### config.mk
export PLATFORM = sky130hd
export DESIGN_NAME = rtc_timekeeper
export DESIGN_NICKNAME = d
export VERILOG_FILES = /design/src/rtl/rtc_pkg.sv /design/src/rtl/rtc_timekeeper_bcd_pair_counter.sv /design/src/rtl/rtc_timekeeper.sv
export SDC_FILE = /design/constraint.sdc
export NUM_CORES = 1
export LEC_CHECK = 0
export ABC_AREA = 1
export ABC_CLOCK_PERIOD_IN_PS = 2400
export CAP_MARGIN = 25
export CORE_MARGIN = 2
export CORE_UTILIZATION = 50
export CTS_CLUSTER_SIZE = 10
export DETAILED_ROUTE_END_ITERATION = 10
export PLACE_DENSITY = 0.7
export SETUP_SLACK_MARGIN = 0.5
export SLEW_MARGIN = 20
export SYNTH_ARGS = -nofsm -noshare
export SYNTH_HDL_FRONTEND = slang
export SYNTH_SLANG_ARGS = --single-unit
### constraint.sdc
create_clock -name clk_i -period 2.4 [get_ports clk_i]
set_clock_uncertainty 0.05 [all_clocks]
set_input_delay 0.36 -clock clk_i [delete_from_list [all_inputs] [get_ports clk_i]]
set_output_delay 0.36 -clock clk_i [all_outputs]
set_load 0.005 [all_outputs]
### src/rtl/rtc_pkg.sv
// Shared widths and BCD digit limits for the RTC time-of-day core.
package rtc_pkg;
  localparam int BCD_W             = 4;
  localparam int SEC_MAX_HI        = 5;
  localparam int MIN_MAX_HI        = 5;
  localparam int HOUR_MAX_HI       = 2;
  localparam int HOUR_MAX_LO_AT_HI = 3;
  localparam int UNITS_MAX         = 9;

  typedef logic [BCD_W-1:0] bcd_t;
endpackage

### src/rtl/rtc_timekeeper_bcd_pair_counter.sv
// Two-digit BCD counter (tens/units) that wraps to 00 at MAX_HI:MAX_LO_AT_MAX_HI.
module bcd_pair_counter
  import rtc_pkg::*;
#(
  parameter int MAX_HI           = 5,
  parameter int MAX_LO_AT_MAX_HI = 9
) (
  input  logic             clk_i,
  input  logic             rst_i,
  input  logic             clr_i,
  input  logic             inc_i,
  output logic [BCD_W-1:0] hi_o,
  output logic [BCD_W-1:0] lo_o,
  output logic             carry_o
);
  bcd_t r_hi, r_lo;
  logic w_at_max, w_lo_wrap;

  assign w_at_max  = (r_hi == BCD_W'(MAX_HI)) && (r_lo == BCD_W'(MAX_LO_AT_MAX_HI));
  assign w_lo_wrap = (r_lo == BCD_W'(UNITS_MAX));
  assign carry_o   = inc_i & w_at_max;

  always_ff @(posedge clk_i) begin
    if (rst_i || clr_i) begin
      r_hi <= '0;
      r_lo <= '0;
    end else if (inc_i) begin
      if (w_at_max) begin
        r_hi <= '0;
        r_lo <= '0;
      end else if (w_lo_wrap) begin
        r_hi <= r_hi + BCD_W'(1);
        r_lo <= '0;
      end else begin
        r_lo <= r_lo + BCD_W'(1);
      end
    end
  end

  assign hi_o = r_hi;
  assign lo_o = r_lo;
endmodule

### src/rtl/rtc_timekeeper.sv
// RTC time-of-day core: 1 Hz prescaler plus HH:MM:SS in packed BCD, with push-button time set.
module rtc_timekeeper
  import rtc_pkg::*;
#(
  parameter int CLK_HZ = 50_000_000
) (
  input  logic             clk_i,
  input  logic             rst_i,
  input  logic             set_mode_i,
  input  logic             inc_min_i,
  input  logic             inc_hour_i,
  output logic [BCD_W-1:0] min_lo_o,
  output logic [BCD_W-1:0] min_hi_o,
  output logic [BCD_W-1:0] hour_lo_o,
  output logic [BCD_W-1:0] hour_hi_o,
  output logic             sec_o,
  output logic             sec_tick_o
);
  localparam int PW = $clog2(CLK_HZ);
  localparam logic [PW-1:0] PRESC_LAST = PW'(CLK_HZ - 1);

  logic [PW-1:0] r_presc;
  logic          r_tick;
  logic          r_min_prev, r_hour_prev;
  logic          r_armed;

  logic       w_tick;
  logic       w_min_edge, w_hour_edge;
  logic       w_sec_carry, w_min_carry;
  logic       w_min_inc, w_hour_inc;
  bcd_t       w_sec_lo, w_unused_sec_hi;
  logic       w_unused_hour_carry;

  assign w_tick = ~set_mode_i & (r_presc == PRESC_LAST);

  // r_armed masks the first cycle after reset so a button held through reset never fires.
  assign w_min_edge  = set_mode_i & r_armed & inc_min_i  & ~r_min_prev;
  assign w_hour_edge = set_mode_i & r_armed & inc_hour_i & ~r_hour_prev;

  always_ff @(posedge clk_i) begin
    if (rst_i) begin
      r_presc     <= '0;
      r_tick      <= 1'b0;
      r_min_prev  <= 1'b0;
      r_hour_prev <= 1'b0;
      r_armed     <= 1'b0;
    end else begin
      if (set_mode_i || w_tick) r_presc <= '0;
      else                      r_presc <= r_presc + PW'(1);
      r_tick      <= w_tick;
      r_min_prev  <= inc_min_i;
      r_hour_prev <= inc_hour_i;
      r_armed     <= 1'b1;
    end
  end

  // In set mode a minute wrap must not reach the hours.
  assign w_min_inc  = w_sec_carry | w_min_edge;
  assign w_hour_inc = (w_min_carry & ~set_mode_i) | w_hour_edge;

  bcd_pair_counter #(.MAX_HI(SEC_MAX_HI), .MAX_LO_AT_MAX_HI(UNITS_MAX)) u_sec (
    .clk_i   (clk_i),
    .rst_i   (rst_i),
    .clr_i   (set_mode_i),
    .inc_i   (w_tick),
    .hi_o    (w_unused_sec_hi),
    .lo_o    (w_sec_lo),
    .carry_o (w_sec_carry)
  );

  bcd_pair_counter #(.MAX_HI(MIN_MAX_HI), .MAX_LO_AT_MAX_HI(UNITS_MAX)) u_min (
    .clk_i   (clk_i),
    .rst_i   (rst_i),
    .clr_i   (1'b0),
    .inc_i   (w_min_inc),
    .hi_o    (min_hi_o),
    .lo_o    (min_lo_o),
    .carry_o (w_min_carry)
  );

  bcd_pair_counter #(.MAX_HI(HOUR_MAX_HI), .MAX_LO_AT_MAX_HI(HOUR_MAX_LO_AT_HI)) u_hour (
    .clk_i   (clk_i),
    .rst_i   (rst_i),
    .clr_i   (1'b0),
    .inc_i   (w_hour_inc),
    .hi_o    (hour_hi_o),
    .lo_o    (hour_lo_o),
    .carry_o (w_unused_hour_carry)
  );

  assign sec_o      = w_sec_lo[0];
  assign sec_tick_o = r_tick;
endmodule

==> flow_metrics.py, run 1 <==
metrics = {
    "outcome": {
        "status": "finished clean",
    },
    "finish": {
        "fin_nets": 447,
        "drive_gt1_share_pct": 18.18,
        "final_common_cell": "nor2_1",
        "mostFrequentLayoutCells": "nor2_1, nand2_1, dfxtp_1",
        "insertedDiodeCount": 0,
        "area_delta_synth_final_pct": 21.49,
        "final_util_pct": 63.46,
        "nFillCells": 497,
    },
    "grt": {
        "gr-total-overflow": 0,
        "grt_pass1_vias": 2267,
        "grt_use_total_pct": 19.12,
        "grt_pass1_wl_um": 9722,
        "antenna_found_initial": 0,
        "grt_max_degree": 20,
    },
    "placed_design": {
        "hpwl_um": 4293,
        "numPortBuffers": 22,
        "dp_slack_ns": 0.3643,
        "gp_congestion": 0.8957,
    },
    "logic_synthesis": {
        "yosys_warnings": 0,
        "ys_seq_area_share_pct": 37.35,
        "avgSynthCellArea_um2": 7.440,
        "syn_area_um2": 2894,
        "ys_ff_latch": 54,
        "synth.distinct_cells": 37,
        "syn_nets": 407,
        "synthCells": 389,
    },
    "sta": {
        "setup_slack_ns": 0.5605,
        "period_needed_ns": 1.839,
        "slew_viol_final": 0,
        "hold_ws_ns": 0.3909,
        "setup_viol": 0,
        "slew_headroom_pct": 71.25,
        "rsz0062_at_grt": "yes",
        "fin_tns_setup_ns": 0,
        "fin_crit_sh_pct": 76.64,
        "fmax_ghz": 0.5436,
        "worstMarginPinSlew_ns": 0.4280,
        "finalHoldViolCount": 0,
    },
    "worst_setup_path": {
        "slowest_delay_ns": 0.36,
        "cpMostUsedCell": "nor2_4",
        "required_ns": 2.55,
        "critical_path_class": "reg -> reg",
        "reg2reg_depth": 12,
        "worst-r2r-setup-slack_ns": 0.56,
        "crit_fanout": 5,
        "critPathLaunchType": "flip-flop",
        "crit_slowest_cell": "dfxtp_2",
        "endpoint_kind": "flip-flop",
        "crit_chain": "ha_4, nand2_4, nor2_4, nand2_2, nor2_4, nand2_4, nor2_4, inv_4, nor2_4, nand2_2, nor2_2, nor3_2",
        "arrival_ns": 1.99,
    },
    "power": {
        "vdd_drop_max_mv": 0.2064,
        "powerDensity_nw_per_um2": 460.2,
        "total_power_uw": 1618,
        "leakage_uw": 0.001436,
    },
    "floorplan": {
        "pin_count": 23,
        "die_w_um": 80.08,
        "fp.dieArea_um2": 6413,
        "core_area_um2": 5540,
        "rows": 27,
        "die_h_um": 80.08,
        "start_util_pct": 52.24,
    },
    "run": {
        "max_cap_violations": 0,
    },
    "routing": {
        "first_pass_iters": 4,
        "drc_errors": 0,
        "drt-total-wl_um": 5928,
        "highest_layer": "met4",
        "viasPerCell": 5.056,
        "met1Wirelength_um": 2898,
        "wl_per_cell_um": 11.83,
        "num_vias": 2533,
        "ant_nets": 0,
        "met3_length_um": 188,
        "met2WireLength_um": 2713,
        "first_iter_violations": 135,
    },
    "clock_network": {
        "root_buffer": "clkbuf_8",
        "cts_tree": "yes",
        "clockBufferDepth": 2,
        "path_clk_slew_ns": 0.09,
        "clock-sinks": 54,
        "cts-buffers-inserted": 5,
        "htreeDepth": 2,
        "clock_latency_ns": 0.31,
        "cts_hold_buffers": 0,
    },
    "hold_path": {
        "min_path_type": "reg -> reg",
        "whs_path_depth": 1,
    },
}
power by group:
part,leakage [uW],internal [uW],switching [uW],total [uW]
combinational,0.000940,34.4,42.3,76.7
clock,0.0000573,334,296,630
sequential,0.000438,903,8.21,911
through the flow:
step	std cells	instance area, um2
floorplan	389	2894
global placement	483	3207
detailed placement	483	3207
CTS	492	3338
global route	501	3516
finish	501	3516
cell families (layout without fill, tap and decap cells):
| group | Yosys count | after routing | share of synthesized area [%] |
|---|---|---|---|
| XOR/XNOR | 14 | 14 | 4.237 |
| adder cells (fa/ha/maj) | 13 | 13 | 5.621 |
| AND/OR/NAND/NOR | 207 | 207 | 36.45 |
| AO/OA/AOI/OAI | 41 | 41 | 8.344 |
| buffers and inverters | 60 | 100 | 7.998 |
| flip-flops | 54 | 54 | 37.35 |
area by class of cell:
class / count / area, um2 / share of cell area [%]
inverter: 58 / 221.5 / 6.299
tap: 72 / 90.09 / 2.562
timing repair buffer: 35 / 330.3 / 9.395
multi-input combinational: 275 / 1674 / 47.62
clock buffer: 6 / 82.58 / 2.349
clock inverter: 1 / 30.03 / 0.8541
sequential: 54 / 1087 / 30.93
cell usage after synthesis, drive strengths merged:
library cell | n | share of area, %
ha | 13 | 5.6
clkinv | 2 | 0.30
o21a | 5 | 1.3
nor3 | 13 | 3.2
nand3b | 2 | 0.52
a31oi | 1 | 0.22
a21oi | 18 | 3.1
nand3 | 22 | 3.8
dfxtp | 54 | 37
nor2 | 76 | 12
a211oi | 3 | 0.78
or2 | 3 | 0.65
xor2 | 12 | 3.6
buf | 2 | 0.43
inv | 56 | 7.3
and3 | 1 | 0.22
o21ai | 12 | 2.1
nand2 | 77 | 12
xnor2 | 2 | 0.61
nand4 | 9 | 2.5
nor4 | 1 | 0.22
a22oi | 2 | 0.86
nor3b | 3 | 0.95
worst max-delay path, delay by kind of cell (launching register included):
| family | cells | cell delay, ns |
|---|---|---|
| DFF | 1 | 0.36 |
| buffers and inverters | 1 | 0.07 |
| adders and majority gates | 1 | 0.15 |
| and+or+nand+nor | 10 | 1.10 |
routing by layer:
layer	GRT usage (%)	vias to the layer above
met5	0	-
met4	8.644	0
met3	4.494	12
met2	29.83	44
met1	25.05	1154
li1	-	1323
what timing repair did:
action / in CTS / in global routing
setup endpoints to repair: 9 / 22
setup buffers: 2 / 9
gates resized for setup: 2 / 24
pin swaps: 1 / 19
final timing paths:
path	startpoint	end
worst max register to register	r_presc[1]	u_sec.hi_o[3]
worst min-delay path	r_presc[0]	r_presc[0]
worst max-delay path	r_presc[1]	u_sec.hi_o[3]
worst min register to register	r_presc[0]	r_presc[0]
registers in the layout, indices dropped and copies added (netlist names):
signal / cells
sec_tick_o: 1
u_min.lo_o: 4
r_hour_prev: 1
u_hour.hi_o: 4
u_hour.lo_o: 4
u_min.hi_o: 4
r_armed: 1
r_min_prev: 1
r_presc: 26
u_sec.hi_o: 4
u_sec.lo_o: 4
(Power assumes the default switching activity.)
==> inputs of run 2 (changes only) <==
--- a/config.mk
+++ b/config.mk
@@ -6,7 +6,7 @@
 export NUM_CORES = 1
 export LEC_CHECK = 0
 export ABC_AREA = 1
-export ABC_CLOCK_PERIOD_IN_PS = 2400
+export ABC_CLOCK_PERIOD_IN_PS = 1800
 export CAP_MARGIN = 25
 export CORE_MARGIN = 2
 export CORE_UTILIZATION = 50
==> constraint.sdc (replaced) <==
create_clock -name clk_i -period 1.8 [get_ports clk_i]
set_clock_uncertainty 0.05 [all_clocks]
set_input_delay 0.27 -clock clk_i [delete_from_list [all_inputs] [get_ports clk_i]]
set_output_delay 0.27 -clock clk_i [all_outputs]
set_load 0.005 [all_outputs]
==> flow_metrics.py, run 2 (synthesized netlist as in run 1, its figures left out) <==
metrics = {
    "sta": {
        "hold_ws_ns": 0.4436,
        "fin_tns_setup_ns": -0.2069,
        "fin_crit_sh_pct": 103.0,
        "slew_viol_final": 0,
        "worstMarginPinSlew_ns": 0.3997,
        "slew_headroom_pct": 73.11,
        "fmax_ghz": 0.5396,
        "rsz0062_at_grt": "yes",
        "finalHoldViolCount": 0,
        "setup_viol": 11,
        "setup_slack_ns": -0.05323,
        "period_needed_ns": 1.853,
    },
    "outcome": {
        "status": "finished, violations left",
        "violations": "negative setup slack",
    },
    "power": {
        "total_power_uw": 2218,
        "leakage_uw": 0.001818,
        "powerDensity_nw_per_um2": 517.5,
        "vdd_drop_max_mv": 0.4585,
    },
    "grt": {
        "grt_use_total_pct": 23.44,
        "grt_pass1_wl_um": 11760,
        "gr-max-usage-layer": "met2",
        "grt_max_degree": 17,
        "use_met1_pct": 29.23,
        "use_met2_pct": 40.92,
        "gr-total-overflow": 0,
        "met3_usage_pct": 3.820,
        "grt_pass1_vias": 2640,
        "antenna_found_initial": 0,
    },
    "clock_network": {
        "clockBufferDepth": 2,
        "htreeDepth": 2,
        "clock_latency_ns": 0.31,
        "cts_tree": "yes",
        "path_clk_slew_ns": 0.10,
        "clock-sinks": 54,
        "root_buffer": "clkbuf_8",
        "cts-buffers-inserted": 5,
    },
    "routing": {
        "ant_nets": 0,
        "wl_per_cell_um": 14.53,
        "first_iter_violations": 183,
        "viasPerCell": 5.258,
        "first_pass_iters": 4,
        "drc_errors": 0,
        "num_vias": 2876,
        "drt-total-wl_um": 7950,
    },
    "finish": {
        "area_delta_synth_final_pct": 48.12,
        "regMostFlops": "r_presc",
        "drive_gt1_share_pct": 43.16,
        "fin_nets": 492,
        "insertedDiodeCount": 0,
        "largest_reg_flops": 26,
        "fin_area_um2": 4287,
        "mostFrequentLayoutCells": "nand2_1, inv_1, nor2_1",
        "final_common_cell": "nand2_1",
    },
    "placed_design": {
        "dpl_cell_area_um2": 3402,
        "hpwl_um": 4400,
        "numPortBuffers": 22,
        "gp_congestion": 0.8286,
        "dp_slack_ns": -0.007683,
    },
    "worst_setup_path": {
        "endpoint_kind": "flip-flop",
        "arrival_ns": 2.01,
        "crit_fanout": 5,
        "required_ns": 1.96,
        "critPathLaunchType": "flip-flop",
        "critical_path_class": "reg -> reg",
    },
    "floorplan": {
        "rows": 27,
        "die_h_um": 80.08,
        "core_area_um2": 5540,
        "pin_count": 23,
        "die_w_um": 80.08,
        "start_util_pct": 52.24,
        "fp.dieArea_um2": 6413,
    },
    "hold_path": {
        "min_path_type": "reg -> reg",
    },
    "run": {
        "max_cap_violations": 0,
    },
}
[run 2: power by group]
part           internal [uW]  switching (uW)  leakage (uW)
clock                    416             426     0.0000514
combinational           76.9            97.3       0.00132
sequential              1190            7.45      0.000451
[run 2: layout make-up]
cell class | instances | area (um2)
inverters | 58 | 236.5
clock inverters | 2 | 37.54
multi-input cells | 276 | 1998
well taps | 72 | 90.09
clock buffers | 6 | 72.57
flip-flops and latches | 54 | 1131
fillers | 375 | 1254
repair inverters | 3 | 38.79
repair buffers | 76 | 681.9
[run 2: timing repair]
action                                  in CTS  in global routing
endpoints found under the setup margin      68                 53
gates resized for setup                    100                 64
pin swaps                                   22                 30
cloned                                       4                  0
hold buffers                                 0                  0
setup buffers                               29                  8
[run 2: layer usage]
layer  part of all wire [%]  up-vias  routed length (um)
met1                     44     1381                3460
met3                    3.4       14                 269
met5                      0        -                   0
met2                     51       63                4093
li1                       -     1418                   -
met4                    1.6        0                 127
[run 2: worst paths after layout]
path                    start             to  slack (ns)  cells after the start
setup / recovery  r_presc[11]  u_min.lo_o[3]       -0.05                     11
hold reg to reg   r_presc[25]    r_presc[25]        0.44                      2
hold / removal    r_presc[25]    r_presc[25]        0.44                      2
setup reg to reg  r_presc[11]  u_min.lo_o[3]       -0.05                     11
[run 2: per-stage QoR]
step           instances  utilization [%]
3_3_place_gp         498            61.40
2_1_floorplan        389                -
4_1_cts              539            71.68
3_5_place_dp         498            61.40
5_1_grt              547            77.37
6_report             547            77.37
[run 2: worst max-delay path, cell delays in order, from the launching register on]
cell and delay, ns:
dfxtp_4 0.38, inv_2 0.09, nand2_1 0.06, nor2_1 0.11, nand2_1 0.10, nor2_4 0.17, nand4_4 0.14, nand2_4 0.15
buf_4 0.14, nand2_1 0.06, xor2_1 0.23, nor2_2 0.06
==> inputs of run 3 (changes only) <==
--- a/config.mk
+++ b/config.mk
@@ -6,15 +6,17 @@
 export NUM_CORES = 1
 export LEC_CHECK = 0
 export ABC_AREA = 1
-export ABC_CLOCK_PERIOD_IN_PS = 1800
+export ABC_CLOCK_PERIOD_IN_PS = 1500
 export CAP_MARGIN = 25
 export CORE_MARGIN = 2
 export CORE_UTILIZATION = 50
 export CTS_CLUSTER_SIZE = 10
 export DETAILED_ROUTE_END_ITERATION = 10
-export PLACE_DENSITY = 0.7
+export PLACE_DENSITY = 0.73
 export SETUP_SLACK_MARGIN = 0.5
 export SLEW_MARGIN = 20
 export SYNTH_ARGS = -nofsm -noshare
 export SYNTH_HDL_FRONTEND = slang
+export SYNTH_HIERARCHICAL = 1
 export SYNTH_SLANG_ARGS = --single-unit
+export TNS_END_PERCENT = 100
==> constraint.sdc (replaced) <==
create_clock -name clk_i -period 1.5 [get_ports clk_i]
set_clock_uncertainty 0.05 [all_clocks]
set_input_delay 0.225 -clock clk_i [delete_from_list [all_inputs] [get_ports clk_i]]
set_output_delay 0.225 -clock clk_i [all_outputs]
set_load 0.005 [all_outputs]
==> flow_metrics.py, run 3 <==
metrics = {
    "clock_network": {
        "cts_hold_buffers": 0,
        "clockBufferDepth": 2,
        "root_buffer": "clkbuf_8",
        "clock_latency_ns": 0.32,
        "cts_tree": "yes",
        "cts-buffers-inserted": 5,
        "path_clk_slew_ns": 0.11,
        "clock-sinks": 54,
        "htreeDepth": 2,
    },
    "worst_setup_path": {
        "crit_chain": "ha_4, nand2_4, nor2_4, nand3_2, nor2_2, nand2_2, nor2_4, nand4_1, nor2_1, inv_1, o31ai_4, nand4_1, nor2_1, inv_1, o32ai_2, buf_4, buf_12, nand2_8, nand2_2, nand2_1, nor2_1",
        "slowest_delay_ns": 0.37,
        "cpMostUsedCell": "nor2_1",
        "required_ns": 1.71,
        "rr_startpoint": "r_presc[1]",
        "crit_slowest_cell": "dfxtp_2",
        "worstSetupStartpoint": "r_presc[1]",
        "critical_path_class": "reg -> reg",
        "arrival_ns": 3.01,
        "endpoint_kind": "flip-flop",
        "crit_fanout": 5,
        "critPathLaunchType": "flip-flop",
    },
    "finish": {
        "drive_gt1_share_pct": 39.00,
        "area_delta_synth_final_pct": 56.15,
        "largest_reg_flops": 26,
        "fin_cells": 631,
        "fin_nets": 576,
        "final_common_cell": "nand2_1",
        "insertedDiodeCount": 0,
        "nFillCells": 306,
        "regMostFlops": "r_presc",
        "mostFrequentLayoutCells": "nand2_1, buf_4, nor2_1",
        "final_util_pct": 81.84,
    },
    "run": {
        "max_cap_violations": 0,
    },
    "routing": {
        "wl_per_cell_um": 15.91,
        "first_iter_violations": 137,
        "first_pass_iters": 4,
        "ant_nets": 0,
        "drt-total-wl_um": 10040,
        "drc_errors": 0,
        "num_vias": 3330,
        "viasPerCell": 5.277,
    },
    "floorplan": {
        "core_area_um2": 5574,
        "fp.dieArea_um2": 6471,
        "die_h_um": 80.44,
        "rows": 27,
        "die_w_um": 80.44,
        "start_util_pct": 52.41,
        "pin_count": 23,
    },
    "logic_synthesis": {
        "synthCells": 425,
        "syn_area_um2": 2922,
        "yosys_warnings": 6,
        "avgSynthCellArea_um2": 6.874,
    },
    "sta": {
        "fin_crit_sh_pct": 187.1,
        "setup_viol": 54,
        "finalHoldViolCount": 0,
        "slew_viol_final": 0,
        "worstMarginPinSlew_ns": 0.6013,
        "slew_headroom_pct": 59.76,
        "setup_slack_ns": -1.307,
        "rsz0062_at_grt": "yes",
        "fmax_ghz": 0.3563,
        "hold_ws_ns": 0.4749,
        "period_needed_ns": 2.807,
    },
    "grt": {
        "antenna_found_initial": 0,
        "grt_pass1_vias": 3083,
        "gr-total-overflow": 0,
        "grt_pass1_wl_um": 13710,
        "grt_use_total_pct": 27.41,
        "grt_max_degree": 17,
    },
    "outcome": {
        "violations": "negative setup slack",
        "status": "finished, violations left",
    },
    "power": {
        "leakage_uw": 0.001927,
        "total_power_uw": 2836,
        "powerDensity_nw_per_um2": 621.6,
        "vdd_drop_max_mv": 0.6196,
    },
    "placed_design": {
        "numPortBuffers": 22,
        "hpwl_um": 5028,
        "gp_congestion": 0.8152,
        "dp_cells": 589,
    },
    "hold_path": {
        "min_path_type": "reg -> reg",
        "holdCritStartpoint": "u_hour/lo_o[0]",
    },
}
## run 3: path summary, 6_finish.rpt
| kind | slack, ns | to | cells past startpoint |
|---|---|---|---|
| setup / recovery | -1.31 | u_hour/hi_o[1] | 21 |
| hold / removal | 0.47 | u_hour/lo_o[0] | 2 |
| setup reg to reg | -1.31 | u_hour/hi_o[1] | 21 |
| hold reg to reg | 0.47 | u_hour/lo_o[0] | 2 |
## run 3: per-layer routing
layer	vias to the layer above	part of all wire, %	wire length [um]	global-route usage, %
met5	-	0	0	0
met4	0	5.7	571	10.68
met3	48	4.4	443	4.157
met2	132	52	5196	50.50
met1	1571	38	3830	31.50
li1	1579	-	-	-
## run 3: worst max-delay path, delay by kind of cell, from the launching register on
family,cells,cell delay [ns]
buffers and inverters,4,0.51
AND/OR/NAND/NOR,14,1.43
adder cells (fa/ha/maj),1,0.15
flip-flops,1,0.37
AO/OA/AOI/OAI,2,0.23
## run 3: cell type report
| cell class | count | area, um2 | share of cell area [%] |
|---|---|---|---|
| multi-input combinational | 311 | 1896 | 41.55 |
| sequential | 54 | 1107 | 24.27 |
| timing repair buffer | 125 | 1097 | 24.05 |
| inverter | 61 | 229.0 | 5.019 |
| tap | 72 | 90.09 | 1.975 |
| clock buffer | 6 | 82.58 | 1.810 |
| clock inverter | 2 | 60.06 | 1.317 |
## run 3: power by group
part	leakage, uW	switching [uW]	internal [uW]
registers	0.000446	8.46	1440
logic	0.00141	98.2	69.9
clock network	0.0000714	506	712
total	0.00193	613	2220
## run 3: through the flow
step | setup WS (ns) | setup TNS (ns) | instance area [um2]
floorplan | -1.266 | -16.54 | 2989
global placement | -0.9294 | -15.66 | 3806
detailed placement | -0.9883 | -17.34 | 3806
CTS | -0.8882 | -19.19 | 4332
global route | -1.467 | -33.34 | 4562
finish | -1.307 | -29.49 | 4562
## run 3: what timing repair did
item	in CTS	in global routing
setup buffers	23	7
cloned	4	0
endpoints found under the setup margin	69	69
pin swaps	25	18
resized for setup	111	50
